File: src/rtl/ac97_pkg.sv
// Shared constants and types for the AC'97 SDATA_IN receive path.
// Frame geometry, capture indices, tag field positions and aligner state.
package ac97_pkg;
  localparam int FRAME_BITS = 256;
  localparam int SLOT0_BITS = 16;
  localparam int SLOT_BITS  = 20;

  localparam logic [7:0] TAG_END = 8'd15;
  localparam logic [7:0] S1_END  = 8'd35;
  localparam logic [7:0] S2_END  = 8'd55;
  localparam logic [7:0] S3_END  = 8'd75;
  localparam logic [7:0] S4_END  = 8'd95;

  localparam int TAG_READY   = 15;
  localparam int TAG_SLOT_HI = 14;
  localparam int TAG_SLOT_LO = 3;

  typedef enum logic {HUNT, LOCK} align_state_e;

  // Slot n valid is tag bit 15-n, which lands in SLOT_VALID[12-n].
  function automatic logic slot_ok(input logic [11:0] sv, input logic [3:0] n);
    return sv[4'd12 - n];
  endfunction
endpackage

File: src/rtl/ac97_frame_aligner.sv
// SYNC edge detect, frame bit counter and HUNT/LOCK tracking.
// frame_err is a registered 1-cycle pulse; drop marks the cycle lock is lost.
module ac97_frame_aligner
  import ac97_pkg::*;
#(
  parameter int SYNC_LAG = 1
) (
  input  logic       gclk,
  input  logic       grst_n,
  input  logic       sync,
  output logic       locked,
  output logic [7:0] bit_cnt,
  output logic       frame_err,
  output logic       drop
);
  localparam logic [7:0] L    = 8'((FRAME_BITS - SYNC_LAG) % FRAME_BITS);
  localparam logic [7:0] L_M1 = L - 8'd1;

  align_state_e state_q, state_d;
  logic sync_q, fs, at_end, err_d;

  assign fs     = sync & ~sync_q;
  assign at_end = (bit_cnt == L_M1);
  assign locked = (state_q == LOCK);

  always_comb begin
    state_d = state_q;
    err_d   = 1'b0;
    drop    = 1'b0;
    case (state_q)
      HUNT: if (fs) state_d = LOCK;
      LOCK: begin
        if (fs) err_d = ~at_end;
        else if (at_end) begin
          err_d   = 1'b1;
          drop    = 1'b1;
          state_d = HUNT;
        end
      end
      default: state_d = HUNT;
    endcase
  end

  always_ff @(posedge gclk or negedge grst_n) begin
    if (!grst_n) begin
      state_q   <= HUNT;
      sync_q    <= 1'b0;
      bit_cnt   <= 8'd0;
      frame_err <= 1'b0;
    end else begin
      state_q   <= state_d;
      sync_q    <= sync;
      bit_cnt   <= fs ? L : bit_cnt + 8'd1;
      frame_err <= err_d;
    end
  end
endmodule

File: src/rtl/ac97_sdata_in_deframer.sv
// AC'97 SDATA_IN deframer: deserialises each frame, decodes the tag and
// publishes codec status readback (slots 1/2) and record PCM (slots 3/4).
module ac97_sdata_in_deframer
  import ac97_pkg::*;
#(
  parameter int SAMPLE_W = 18,
  parameter int SYNC_LAG = 1
) (
  input  logic                BIT_CLK,
  input  logic                SYSTEM_RESET_N,
  input  logic                SYNC,
  input  logic                SDATA_IN,
  output logic                LOCKED,
  output logic                CODEC_READY,
  output logic [11:0]         SLOT_VALID,
  output logic [6:0]          STATUS_ADDR,
  output logic [15:0]         STATUS_DATA,
  output logic                STATUS_VALID,
  output logic [SAMPLE_W-1:0] PCM_L_IN,
  output logic [SAMPLE_W-1:0] PCM_R_IN,
  output logic                PCM_VALID,
  output logic                FRAME_ERR
);
  logic [SLOT_BITS-2:0] shreg;
  logic [SLOT_BITS-1:0] w, left_hold;
  logic [6:0]           addr_hold;
  logic [7:0]           bit_cnt;
  logic                 drop, status_ok, pcm_ok;

  assign w = {shreg, SDATA_IN};

  ac97_frame_aligner #(.SYNC_LAG(SYNC_LAG)) u_align (
    .gclk      (BIT_CLK),
    .grst_n    (SYSTEM_RESET_N),
    .sync      (SYNC),
    .locked    (LOCKED),
    .bit_cnt   (bit_cnt),
    .frame_err (FRAME_ERR),
    .drop      (drop)
  );

  assign status_ok = CODEC_READY & slot_ok(SLOT_VALID, 4'd1) & slot_ok(SLOT_VALID, 4'd2);
  assign pcm_ok    = CODEC_READY & slot_ok(SLOT_VALID, 4'd3) & slot_ok(SLOT_VALID, 4'd4);

  always_ff @(posedge BIT_CLK or negedge SYSTEM_RESET_N) begin
    if (!SYSTEM_RESET_N) begin
      shreg        <= '0;
      addr_hold    <= '0;
      left_hold    <= '0;
      CODEC_READY  <= 1'b0;
      SLOT_VALID   <= '0;
      STATUS_ADDR  <= '0;
      STATUS_DATA  <= '0;
      STATUS_VALID <= 1'b0;
      PCM_L_IN     <= '0;
      PCM_R_IN     <= '0;
      PCM_VALID    <= 1'b0;
    end else begin
      shreg        <= w[SLOT_BITS-2:0];
      STATUS_VALID <= 1'b0;
      PCM_VALID    <= 1'b0;
      if (drop) CODEC_READY <= 1'b0;
      // Decode only while locked; bit_cnt indexes the bit entering w this edge.
      if (LOCKED) begin
        case (bit_cnt)
          TAG_END: begin
            CODEC_READY <= w[TAG_READY];
            SLOT_VALID  <= w[TAG_SLOT_HI:TAG_SLOT_LO];
          end
          S1_END: addr_hold <= w[18:12];
          S2_END: if (status_ok) begin
            STATUS_ADDR  <= addr_hold;
            STATUS_DATA  <= w[19:4];
            STATUS_VALID <= 1'b1;
          end
          S3_END: left_hold <= w;
          S4_END: if (pcm_ok) begin
            PCM_L_IN  <= left_hold[SLOT_BITS-1 -: SAMPLE_W];
            PCM_R_IN  <= w[SLOT_BITS-1 -: SAMPLE_W];
            PCM_VALID <= 1'b1;
          end
          default: ;
        endcase
      end
    end
  end
endmodule
File: config.mk
export PLATFORM = sky130hd
export DESIGN_NAME = ac97_sdata_in_deframer
export DESIGN_NICKNAME = d
export VERILOG_FILES = /design/src/rtl/ac97_pkg.sv /design/src/rtl/ac97_frame_aligner.sv /design/src/rtl/ac97_sdata_in_deframer.sv
export SDC_FILE = /design/constraint.sdc
export NUM_CORES = 1
export LEC_CHECK = 0
export ABC_AREA = 1
export BUFFER_PORTS_ARGS = -buffer_cell sky130_fd_sc_hd__buf_2
export CORE_UTILIZATION = 30
export CTS_CLUSTER_SIZE = 40
export DETAILED_ROUTE_END_ITERATION = 6
export PLACE_DENSITY = 0.5
export SLEW_MARGIN = 20
export SYNTH_ARGS = -nofsm -noshare
export SYNTH_HDL_FRONTEND = slang
export SYNTH_SLANG_ARGS = --single-unit
export TNS_END_PERCENT = 20
File: constraint.sdc
create_clock -name BIT_CLK -period 1.3 [get_ports BIT_CLK]
set_input_delay 0.065 -clock BIT_CLK [delete_from_list [all_inputs] [get_ports BIT_CLK]]
set_output_delay 0.065 -clock BIT_CLK [all_outputs]
set_load 0.05 [all_outputs]
# After elaboration in Yosys (flattened, before gate mapping)
# Cells that the tools add are included.
# op_classes
add_sub_neg,1
eq_ne,6
mux,19
bitwise_logic,8
n_reduce_logical,5
# ops
op,count
two-way mux 1 bit,17
"equality test 8 x 6 -> 1 bit, second input constant",2
"equality test 8 x 7 -> 1 bit, second input constant",2
"adder 8 x 1 -> 8 bit, second input constant",1
"equality test 8 x 4 -> 1 bit, second input constant",1
"equality test 8 bit, second input constant",1
two-way mux 8 bit,1
AND reduction 2 bit,3
AND reduction 3 bit,2
AND 1 bit,5
NOT 1 bit,3
one-hot mux 1 bit (2 select lines),1
# word_totals
regBits,131
inputBits,4
out_inout_bits,76
word_cells,54

# Logic depth before layout (Yosys ltp)
# Gate-level depths: netlist of the first run.
# depth
depth_word,7
mapped_depth,9
ltp_nobuf,8

# By module
# From an unflattened synthesis of the first run, not the netlist that was laid out.
# hier_totals
cells_unflattened,541
area_unflattened_um2,5193.7
# modules_own_cells
module,n_inst,cells_per_inst,area_each_um2,seq_area_each_um2
ac97_sdata_in_deframer,1,483,4683.2,2952.8
ac97_frame_aligner,1,58,510.5,275.3

# Worst setup path after synthesis of the first run
# No wires, ideal clock.
# synth_timing
path_kind,register to register
from,"reg u_align.state_q, in the netlist u_align.locked"
to,reg PCM_L_IN[10]
t_arrival_ns,1.518
required_time_ns,1.181
setup_slack_ns,-0.337
stages_incl_launch_ff,7
n_path_buf,1
cell_sequence,dfrtp_1 > nand2_1 > nor2_2 > nand3_4 > buf_6 > nand2_1 > nand2_1
# synth_via
elab_chain_cells,1
# synth_lines
item,line_no,text
from (decl),ac97_frame_aligner.sv:19,"align_state_e state_q, state_d;"
from (signal assigned),ac97_frame_aligner.sv:51,state_q <= state_d;
AND reduction 3 bit (no line),-,
to (signal assigned),ac97_sdata_in_deframer.sv:78,PCM_L_IN <= left_hold[SLOT_BITS-1 -: SAMPLE_W];
to (decl),ac97_sdata_in_deframer.sv:19,"output logic [SAMPLE_W-1:0] PCM_L_IN,"
# No other way between the ends.
# A chain may end at the register's enable or synchronous reset.

# Worst setup path after layout of the first run
# layout_timing
from,reg u_align.bit_cnt[1]
to,reg left_hold[6]
# layout_via
elab_chain_cells,2
# layout_lines
item,line_no,text
from (decl),ac97_frame_aligner.sv:12,"output logic [7:0] bit_cnt,"
from (signal assigned),ac97_frame_aligner.sv:53,bit_cnt <= fs ? L : bit_cnt + 8'd1;
equality test 8 x 7 -> 1 bit,ac97_sdata_in_deframer.sv:65,case (bit_cnt)
AND reduction 2 bit (no line),-,
to (signal assigned),ac97_sdata_in_deframer.sv:76,S3_END: left_hold <= w;
to (decl),ac97_sdata_in_deframer.sv:25,"logic [SLOT_BITS-1:0] w, left_hold;"
# No other way between the ends.

==> summary.md, run 1 <==
Counting flops and latches in the post-synthesis netlist gives 129. The worst setup path is launched from a register. The count of endpoints failing setup in the final report is 88, and the depth of the most critical reg-to-reg path is 8. After the first detailed-routing iteration, the DRC count stood at 286. Clock root buffer: clkbuf_16. The final worst slack came out at -0.136 ns.

The tools report the post-synthesis sequential area ratio as 63.8%. The clock-pin slew on the worst setup and hold paths is 0.06 ns, and the total routed wirelength is 13,700 um. The signal on the critical path passes through ha_4 > buf_6 > nand2_4 > nor2_4 > buf_12 > clkbuf_16 > nand3_1 > nand2_1. The tools report the DRC violation count after routing as 0. The H-tree was split into 4 levels.

For the pin with the worst max-slew slack, the measured transition is 0.504 ns. The floorplan step defined a die boundary enclosing 0.0174 mm^2. The final reports fail on negative setup slack. The largest fanout of any net on the critical path works out to 8.

Final clock skew: 0.0110 ns. The worst path in the final design needs a cycle of 1.44 ns, including I/O delays and setup. After legalization and detailed placement, the total HPWL measured 8740 um. The detailed router placed 4,141 vias in this run. In the final layout, flip-flops and latches occupy 0.00324 mm^2. The tools report the startpoint of the lowest-slack register-to-register path as u_align.bit_cnt[1]$_DFF_PN0_.

The largest net degree at the start of global routing came out at 93. The width of the chip came out at 132 um. Kind of path behind the tightest hold check: primary input to asynchronous set/reset pin. Including well taps, the total number of placed cells is 830. The number of max-slew violations in the final report was 0. The first-pass iteration count of the detailed router was 6. Counting buffers and inverters, the worst setup path is 8 cells deep. For the distinct cell type count of the synthesized netlist, the log shows 20.

For the worst setup path, the data arrival time is 1.79 ns. The total of fill cells in the finished design was 1,627. After floorplanning, the core was divided into 47 placement rows. Static timing analysis puts the maximum clock frequency at 0.696 GHz. The cell area that synthesis handed to floorplanning was 0.00506 mm^2. STA classifies the critical path endpoint as a register. Counting both buffers and inverters, the worst setup path holds a total of 3.

Delay of the slowest cell on the worst path: 0.41 ns. The most common cell after layout, fill and taps aside is nand2_1. The critical path data required time came out at 1.66 ns.

The number of antenna diodes in the final layout is 0. The area added between synthesis and finish works out to 40.7%. Maximum buffer depth of the clock tree: 2. TritonCTS built the clock tree. For this design the ratio of total power to cell area is 1630 mW/mm^2. The worst hold margin was 0.239 ns; the number of nets at the end of the flow was 662. The setup slack at placement came out at -0.267 ns. Critical register-to-register path endpoint: left_hold[6]$_DFFE_PN0P_.

The most critical setup path has its endpoint at left_hold[6]$_DFFE_PN0P_. The type of the setup path with the least slack is register to register. The number of nets handed over by synthesis was 536.

The logs give 0 for the final hold violation count and 0 for the number of antenna-violating nets in the routed design. Setup repair after global routing could not meet its margin everywhere. In the final routed layout, each cell accounts on average for 15.4 um.

Placer's final routability congestion estimate: 0.795. The tools report the global-route congestion overflow total as 0. In the layout the commonest cells are nand2_1 (194), dfrtp_1 (118), buf_2 (78). The latest clock arrival within the worst-skew pair is 0.42 ns.

The run gives 0 as the initial antenna violation count. Among all stages on the critical path, the largest delay is contributed by dfrtp_1. Setup slack on the worst reg-to-reg path comes out at -0.14 ns. Dividing the detail-routed via count by the number of cells gives 4.66. For this run, the number of Yosys warnings is 0. Excluding fillers, the count of instances in the completed layout stands at 888. The effective utilization at floorplan came out at 30.6%. The analysis attributes to cell leakage a power of 3.89 nW. Synthesis handed over a netlist of 529 instances. The sum of negative setup slack was -4.95 ns; the wire length of the first global-routing pass was 21,200 um. The run finished, with violations left.

Count of input and output buffers: 79. The region available for standard cell placement spans 0.0165 mm^2. The fraction of final layout cells sized beyond drive strength 1 is 35.3%, and the worst max-slew margin expressed relative to the limit is 66.4%. TritonCTS created 17 clock buffers. Global routing used 15.7% of the available tracks across all layers. 80 I/O pins were placed. The tools report the number of global-route vias before repair as 4,173. Across the run, the number of max-cap violations was 0.

In this run the worst setup path begins at u_align.bit_cnt[1]$_DFF_PN0_. The run gives 0.00187 mm^2 as the combined area of the multi-input logic cells. The cell family contributing the most delay on the critical path is buffers and inverters. The die boundary height was 132 um. The clock drives 129 sinks.

The mean post-synth cell area is 9.57 um^2, and the share of the cycle needed by the critical path after routing is 110%. The worst-case IR drop observed on VDD is 1100 uV.
## what timing repair did
item / in CTS / in global routing
endpoints found under the setup margin: 103 / 104
resized for setup: 23 / 58
hold buffers: 4 / 0
endpoints found under the hold margin: 132 / 0
buffers inserted: 7 / 6
cloned: 0 / 9
pin swaps: 5 / 29
## final cells by class
type	instances	area share [%]
inverters	17	0.931
flip-flops and latches	129	45.5
well taps	220	3.86
clock buffers	18	6.02
repair buffers	131	14.4
clock inverters	14	2.99
multi-input cells	359	26.3
## per-layer routing
layer	routed length (um)	global-route usage, %
met3	582	4.46
met5	0	0
met1	6310	20.8
met4	211	6.01
met2	6540	24.3
## registers in the layout, indices dropped and copies added, names as in the netlist
signal and flops:
u_align.sync_q 1, STATUS_DATA 16, PCM_VALID 1, SLOT_VALID 12, left_hold 18, PCM_R_IN 18
u_align.locked 1, addr_hold 7, CODEC_READY 1, u_align.frame_err 1, shreg 19, u_align.bit_cnt 8
STATUS_VALID 1, STATUS_ADDR 7, PCM_L_IN 18
## worst min-delay path: stages
cell           delay [ns]
dlygate4sd3_1        0.53
buf_4                0.13
buf_12               0.37
## where the power goes
group	total [mW]	internal, mW	switching (mW)	leakage [nW]
clock network	5.17	3.39	1.77	0.302
logic	1.84	0.687	1.15	1.88
registers	4.60	4.28	0.314	1.71
total	11.6	8.37	3.23	3.89
## worst min-delay path by stage
stage	depth (start not counted)	from	end	slack, ns
after detailed placement	1	SYSTEM_RESET_N	PCM_L_IN[2]$_DFFE_PN0P_	-0.12
after global placement	1	SYSTEM_RESET_N	PCM_L_IN[2]$_DFFE_PN0P_	-0.12
final	3	SYSTEM_RESET_N	left_hold[6]$_DFFE_PN0P_	0.24
after floorplan	0	SYSTEM_RESET_N	CODEC_READY$_DFF_PN0_	-0.23
after global routing	3	SYSTEM_RESET_N	left_hold[6]$_DFFE_PN0P_	0.32
after CTS	3	SYSTEM_RESET_N	PCM_L_IN[3]$_DFFE_PN0P_	0.28
## cell usage after synthesis, drive strengths merged
library cell / n / share of area (%)
buf: 25 / 2.9
nand4: 37 / 4.6
dfrtp: 129 / 64
ha: 3 / 0.74
nor2: 11 / 1.6
o21ai: 2 / 0.20
nor3: 1 / 0.099
inv: 17 / 1.3
or2: 1 / 0.12
clkbuf: 2 / 0.15
a21boi: 1 / 0.15
nand3: 78 / 8.0
nand2: 222 / 17
## cell families (layout without fill, tap and decap cells)
group                      count (synthesis)  in the layout  synth area share [%]
adders and majority gates                  3              3                 0.741
buffers and inverters                     44            180                  4.30
AOI/OAI and AO/OA                          3              3                 0.346
DFF                                      129            129                  63.8
and+or+nand+nor                          350            353                  30.9
## stage by stage
step	area, um^2	util [%]	total power [mW]
2_1_floorplan	5090	-	5.47
3_3_place_gp	5900	35.7	6.00
3_5_place_dp	5900	35.7	6.03
4_1_cts	6720	40.6	11.4
5_1_grt	7120	43.1	12.1
6_report	7120	43.1	11.6
Note: power is estimated with default switching activity, not from simulation.
==> run 2: changes to the inputs <==
--- a/config.mk
+++ b/config.mk
@@ -11,6 +11,7 @@
 export CTS_CLUSTER_SIZE = 40
 export DETAILED_ROUTE_END_ITERATION = 6
 export PLACE_DENSITY = 0.5
+export RECOVER_POWER = 50
 export SLEW_MARGIN = 20
 export SYNTH_ARGS = -nofsm -noshare
 export SYNTH_HDL_FRONTEND = slang
==> summary.md, run 2 (synthesized netlist as in run 1, its figures left out) <==
The run gives 47 (unchanged) as the count of standard-cell rows. The first-pass iteration count of the detailed router came out at 6 (unchanged). Traced cell by cell, the critical path runs through ha_4 > buf_6 > nand2_4 > nor2_4 > buf_12 > clkbuf_16 > nand3_1 > nand2_1. Along the worst hold path, the cell count comes to 2. In this run the critical register-to-register path is launched from u_align.bit_cnt[1]$_DFF_PN0_. For the final standard cell count with taps included and fillers excluded, the log shows 888 (unchanged). The max-cap violation count is 0 (unchanged). For the core box area, the log shows 0.0165 mm^2 (unchanged).

The maximum buffer depth of the clock tree was 2 (unchanged). The width of the chip was 132 um (unchanged); the worst max-slew margin expressed relative to the limit was 43.3% (-23 points). The placer's final routability congestion estimate is 0.795 (unchanged). From synthesis to final layout, the design area changed by 40.4%. The leakage power came out at 3.88 nW (-0.27%).

The worst setup path is captured at a register. The tools report the number of diodes added for antenna fixing as 0 (unchanged). The latest clock arrival within the worst-skew pair is 0.42 ns (about the same). TritonCTS built the clock tree. For the effective utilization at floorplan, the log shows 30.6% (unchanged).

The logs give 0.00187 mm^2 (unchanged) for the combined area of the multi-input logic cells and 0 (unchanged) for the global-route congestion overflow total. Final clock skew: 0.0111 ns (+0.0000728 ns). The CTS sink count was 129 (unchanged). The largest fanout of any net on the critical path works out to 8 (unchanged). Setup repair after global routing could not meet its margin everywhere. The total routed wirelength was 13,700 um (+0.15%); the critical path buffer and inverter count was 3 (unchanged).

The run gives 0 (unchanged) as the initial antenna violation count. The maximum resistive drop on vdd came out at 1100 uV (+0.15%). The highest achievable clock rate was 0.696 GHz (about the same); the clock-pin slew on the worst setup and hold paths was 0.06 ns (about the same). Number of clock buffers inserted by TritonCTS: 17 (unchanged). The number of nets at the end of the flow is 662 (unchanged). Type of the setup path with the least slack: register to register. For the total of fill cells in the finished design, the log shows 1,633 (+0.37%). The footprint of the flip-flops and latches was 0.00324 mm^2 (unchanged); the depth of the most critical reg-to-reg path was 8 (unchanged). The run gives 0 (unchanged) as the number of max-slew violations in the final report.

The die boundary height was 132 um (unchanged). On the critical path, the stage with the largest delay is an instance of dfrtp_1. The tree is rooted in a clkbuf_16. The power per cell area came out at 1630 mW/mm^2 (+0.17%). The run gives 0 (unchanged) as the DRC violation count after routing. The kind of path behind the tightest hold check was primary input to register.

The data arrival at the endpoint of the critical path is 1.79 ns (about the same). The checks that failed: negative setup slack. The flip-flop count of the largest register, all copies and words added was 19 (unchanged); the largest net degree at the start of global routing was 93 (unchanged). The run gives 0.0174 mm^2 (unchanged) as the total die area. For the number of DRC markers in iteration 0, the log shows 281 (-1.7%). The count of input and output buffers came out at 79 (unchanged). The slack of the worst reg-to-reg path came out at -0.14 ns (about the same).

Total routing usage reported by global routing: 15.7% (unchanged). The capture endpoint of the worst hold path was shreg[0]$_DFF_PN0_. The count of placed standard cells including taps is 830 (unchanged), and the delay of the slowest cell on the worst path is 0.41 ns (about the same). The number of global-route vias before repair came out at 4,173 (unchanged). The worst setup path is launched from a register. The register bank with the most flops is shreg. The average vias per placed instance is 4.66 (about the same), and the critical path data required time is 1.66 ns (about the same).

The tools report the total via count in the routed design as 4,137 (-0.097%). The transition time of the tightest slew-check pin is 0.850 ns (+0.346 ns). The number of antenna-violating nets in the routed design is 0 (unchanged).

The sum of net half-perimeters after detailed placement came out at 8740 um (unchanged). The library cell used most frequently in the layout, excluding fill and tap cells, is nand2_1. The final critical path time including I/O delays and setup was 1.44 ns (-0.0000940 ns). The startpoint identified for the worst hold timing path is SDATA_IN. The final worst slack is -0.136 ns (+0.0000940 ns). The run gives 4 (unchanged) as the total number of H-tree levels. The final hold violation count was 0 (unchanged); the share of the cycle needed by the critical path after routing was 110% (about the same).

The wire length of the first global-routing pass is 21,200 um (unchanged), and the setup slack at placement is -0.267 ns (unchanged). The flow ran to the end, but the final reports show violations. The cell class contributing the biggest share of worst-path delay is buffers and inverters. The top-level I/O count came out at 80 (unchanged). Critical register-to-register path endpoint: left_hold[6]$_DFFE_PN0P_.

The count of endpoints failing setup in the final report was 85 (-3.4%). The fraction of final layout cells sized beyond drive strength 1 came out at 35.0% (-0.30 points). In the layout the commonest cells are nand2_1 (194), dfrtp_1 (118), buf_2 (77). The routed length per placed instance was 15.4 um (+0.15%).
[run 2: changes by cell type in the layout (fill, tap and decap cells not counted), sizes merged]
cell	delta
buf	-3
clkbuf	+3
[run 2: layer usage]
metal	global-route usage (%)	share of wire, %
met1	20.8	46
met5	0	0
met4	6.01	1.5
met3	4.46	4.5
met2	24.3	48
[run 2: report_power, final]
group	switching, mW	internal (mW)
clock network	1.77	3.39
logic	1.15	0.681
registers	0.313	4.28
[run 2: timing repair]
item                       in CTS  in global routing
resized for setup              23                 58
setup endpoints to repair     103                104
gates cloned                    0                  9
hold buffers                    4                  0
hold endpoints to repair      132                  0
pin swaps                       5                 29
setup buffers                   7                  6
[run 2: stage by stage]
stage / power (mW) / hold WS [ns] / utilization [%] / instance area (um^2) / TNS, ns
after floorplan: 5.47 / -0.231 / - / 5090 / -5.52
after global placement: 6.00 / -0.122 / 35.7 / 5900 / -11.62
after detailed placement: 6.03 / -0.124 / 35.7 / 5900 / -14.92
after CTS: 11.4 / 0.279 / 40.6 / 6720 / -2.68
after global routing: 12.1 / 0.317 / 43.0 / 7110 / -12.72
final: 11.6 / 0.292 / 43.0 / 7110 / -4.92
[run 2: worst max path at each step]
stage | startpoint | end | slack, ns | depth (start not counted)
after detailed placement | u_align.bit_cnt[0]$_DFF_PN0_ | SLOT_VALID[10]$_DFFE_PN0P_ | -0.27 | 7
after global placement | u_align.bit_cnt[0]$_DFF_PN0_ | CODEC_READY$_DFF_PN0_ | -0.24 | 7
final | u_align.bit_cnt[1]$_DFF_PN0_ | left_hold[6]$_DFFE_PN0P_ | -0.14 | 8
after floorplan | u_align.locked$_DFF_PN0_ | PCM_L_IN[10]$_DFFE_PN0P_ | -0.09 | 6
after global routing | u_align.bit_cnt[1]$_DFF_PN0_ | left_hold[13]$_DFFE_PN0P_ | -0.20 | 8
after CTS | u_align.bit_cnt[0]$_DFF_PN0_ | CODEC_READY$_DFF_PN0_ | -0.08 | 8
[run 2: area by class of cell]
class	instances	area share, %
multi-input combinational	359	26.4
timing repair buffer	131	14.2
clock buffer	18	6.04
tap	220	3.87
clock inverter	14	2.99
inverter	17	0.933
sequential	129	45.6
==> run 3: changes to the inputs <==
--- a/config.mk
+++ b/config.mk
@@ -7,6 +7,7 @@
 export LEC_CHECK = 0
 export ABC_AREA = 1
 export BUFFER_PORTS_ARGS = -buffer_cell sky130_fd_sc_hd__buf_2
+export CORE_MARGIN = 2
 export CORE_UTILIZATION = 30
 export CTS_CLUSTER_SIZE = 40
 export DETAILED_ROUTE_END_ITERATION = 6
==> summary.md, run 3 (synthesized netlist as in run 1, its figures left out) <==
The run finished, with violations left. The checks that failed: negative setup slack. The total routing usage reported by global routing was 15.4% (-0.28 points); the DRC violation count after routing was 0 (unchanged).

The average vias per placed instance came out at 4.61 (-1.1%). The kind of path behind the tightest hold check was primary input to asynchronous set/reset pin. The final critical path time including I/O delays and setup works out to 1.42 ns (-0.0180 ns). The power per cell area came out at 1610 mW/mm^2 (-1.3%). The standard cell with the maximum stage delay on the critical path is dfrtp_1. TritonCTS built the clock tree. The worst hold margin was 0.238 ns (-0.0538 ns); the maximum buffer depth of the clock tree was 2 (unchanged). Among cell families on the critical path, the largest total delay comes from simple AND/OR/NAND/NOR gates. Worst max-slew margin expressed relative to the limit: 54.6% (+11 points).

The run gives 11.0 mW (-4.8%) as the overall power consumption. The CTS sink count is 129 (unchanged), and the fraction of final layout cells sized beyond drive strength 1 is 33.2% (-1.8 points). The run gives 13,200 um (-3.6%) as the total routed wirelength. The global-route congestion overflow total is 0 (unchanged).

The final hold violation count came out at 0 (unchanged). For the number of DRC markers in iteration 0, the log shows 263 (-6.4%). The tools report the total via count in the routed design as 4,051 (-2.1%). Clock-pin slew on the worst setup and hold paths: 0.06 ns (about the same). The core box area was 0.0165 mm^2 (unchanged); the number of clock buffers inserted by TritonCTS was 17 (unchanged). The max-cap violation count is 0 (unchanged), and the transition time of the tightest slew-check pin is 0.681 ns (-0.170 ns). Count of endpoints failing setup in the final report: 98 (+15%).

The worst setup path is captured at a register. The library cells used most frequently in the layout, excluding fill and tap cells, are nand2_1 (187), dfrtp_1 (123), buf_2 (76). The die boundary height was 134 um (+1.5%); the count of input and output buffers was 79 (unchanged). The largest net degree at the start of global routing is 37 (-60%), and the width of the chip is 134 um (+1.5%). The placer's final routability congestion estimate came out at 0.773 (-2.8%).

For the latest clock arrival within the worst-skew pair, the log shows 0.42 ns (about the same). The area added between synthesis and finish works out to 35.4%. The leakage power is 3.81 nW (-1.9%), and the number of max-slew violations in the final report is 0 (unchanged).

The run gives 0 (unchanged) as the number of antenna-violating nets in the routed design. The run gives 21,300 um (+0.48%) as the wire length of the first global-routing pass. The largest fanout of any net on the critical path works out to 6 (-2). Critical path buffer and inverter count: 2 (-1). For the final clock skew, the log shows 0.00715 ns (-0.00394 ns). The number of global-route vias before repair was 4,097 (-1.8%). The tools report the total die area as 0.0179 mm^2 (+3.1%). Counting stages on the worst path, the most repeated cell is nand2_2. The critical path data required time was 1.61 ns (-0.05 ns).

Traced cell by cell, the critical path runs through ha_4 > nand2_2 > inv_2 > nand2_2 > nor2_4 > nand2_4 > clkbuf_16 > nand2_2 > nand2_1. The routed length per placed instance was 15.0 um (-2.6%); the highest achievable clock rate was 0.705 GHz (+1.3%). The share of the cycle needed by the critical path after routing was 109% (-1.4 points); the initial antenna violation count was 0 (unchanged). The delay of the slowest cell on the worst path is 0.41 ns (about the same). By startpoint and endpoint, the worst setup path is classified as register to register. The data arrival at the endpoint of the critical path was 1.73 ns (-0.06 ns); the maximum resistive drop on vdd was 892 uV (-19%). shreg holds more flip-flops than any other register. For the core utilization of the finished layout, the log shows 41.5% (-1.5 points). Flip-flop count of the largest register, all copies and words added: 19 (unchanged). Clock root buffer: clkbuf_16. The worst setup path is launched from a register.

The sum of net half-perimeters after detailed placement came out at 9030 um (+3.3%). Count of standard-cell rows: 47 (unchanged). Setup repair after global routing could not meet its margin everywhere. The total number of H-tree levels is 4 (unchanged). The logs give 80 (unchanged) for the top-level I/O count and 653 (-1.4%) for the number of nets at the end of the flow. The logs give 0 (unchanged) for the number of diodes added for antenna fixing and -0.118 ns (+0.0180 ns) for the final worst slack. The tools report the first-pass iteration count of the detailed router as 4 (-2).

The sum of negative setup slack is -7.46 ns (-2.54 ns), and the effective utilization at floorplan is 30.6% (unchanged). The library cell used most frequently in the layout, excluding fill and tap cells, is nand2_1.
## run 3: cell count changes in the layout (fill, tap and decap cells not counted), moves of 3 or more
cell | previous run | this run
dfrtp_2 | 11 | 6
nand3_1 | 62 | 72
clkinv_2 | 3 | 6
nand3_2 | 14 | 5
clkbuf_8 | 0 | 3
clkbuf_16 | 21 | 18
nand2_2 | 24 | 30
buf_4 | 22 | 29
dfrtp_1 | 118 | 123
buf_6 | 12 | 3
nand2_1 | 194 | 187
## run 3: path summary, 6_finish.rpt
check / startpoint / endpoint / slack, ns / cells after the start
worst max-delay path: u_align.bit_cnt[0]$_DFF_PN0_ / STATUS_DATA[2]$_DFFE_PN0P_ / -0.12 / 9
worst min-delay path: SYSTEM_RESET_N / left_hold[3]$_DFFE_PN0P_ / 0.24 / 2
worst max register to register: u_align.bit_cnt[0]$_DFF_PN0_ / STATUS_DATA[2]$_DFFE_PN0P_ / -0.12 / 9
worst min register to register: shreg[0]$_DFF_PN0_ / shreg[1]$_DFF_PN0_ / 0.36 / 0
max in group asynchronous: SYSTEM_RESET_N / SLOT_VALID[10]$_DFFE_PN0P_ / 0.16 / 3
min in group BIT_CLK: SDATA_IN / shreg[0]$_DFF_PN0_ / 0.29 / 2
## run 3: cell type report
cell class	instances	area, um^2
Tap cell	220	275
Inverter	17	66.3
Multi-Input combinational cell	356	1790
Timing Repair Buffer	125	883
Clock buffer	21	470
Fill cell	1656	9670
Clock inverter	11	135
Sequential cell	129	3240
## run 3: worst register-to-register path: cells and delay by family (launching register included)
kind          cells  cell delay [ns]
buf+inv           2             0.24
flops             1             0.41
simple gates      6             0.45
fa+ha+maj         1             0.19
## run 3: stage by stage
stage / setup WS [ns] / instance area [um^2] / std cells
2_1_floorplan: -0.0888 / 5090 / 529
3_3_place_gp: -0.200 / 5990 / 837
3_5_place_dp: -0.234 / 5990 / 837
4_1_cts: -0.118 / 6780 / 878
5_1_grt: -0.216 / 6860 / 879
6_report: -0.118 / 6860 / 879
## run 3: report_power, final
group | internal, mW | switching [mW] | leakage [nW]
Combinational | 0.563 | 1.05 | 1.79
Clock | 3.14 | 1.73 | 0.298
Sequential | 4.27 | 0.269 | 1.71
Total | 7.98 | 3.06 | 3.81
## run 3: per-layer routing
metal | routed length, um | part of all wire (%) | GRT usage (%)
met5 | 0 | 0 | 0
met4 | 222 | 1.7 | 6.09
met3 | 509 | 3.9 | 4.16
met2 | 6190 | 47 | 23.9
met1 | 6260 | 47 | 20.6
## run 3: timing repair
| item | in CTS | in global routing |
|---|---|---|
| endpoints found under the setup margin | 102 | 103 |
| pin swaps | 5 | 6 |
| resized for setup | 27 | 33 |
| hold buffers | 3 | 0 |
| endpoints found under the hold margin | 132 | 0 |
| cloned | 1 | 1 |
| buffers inserted | 5 | 0 |
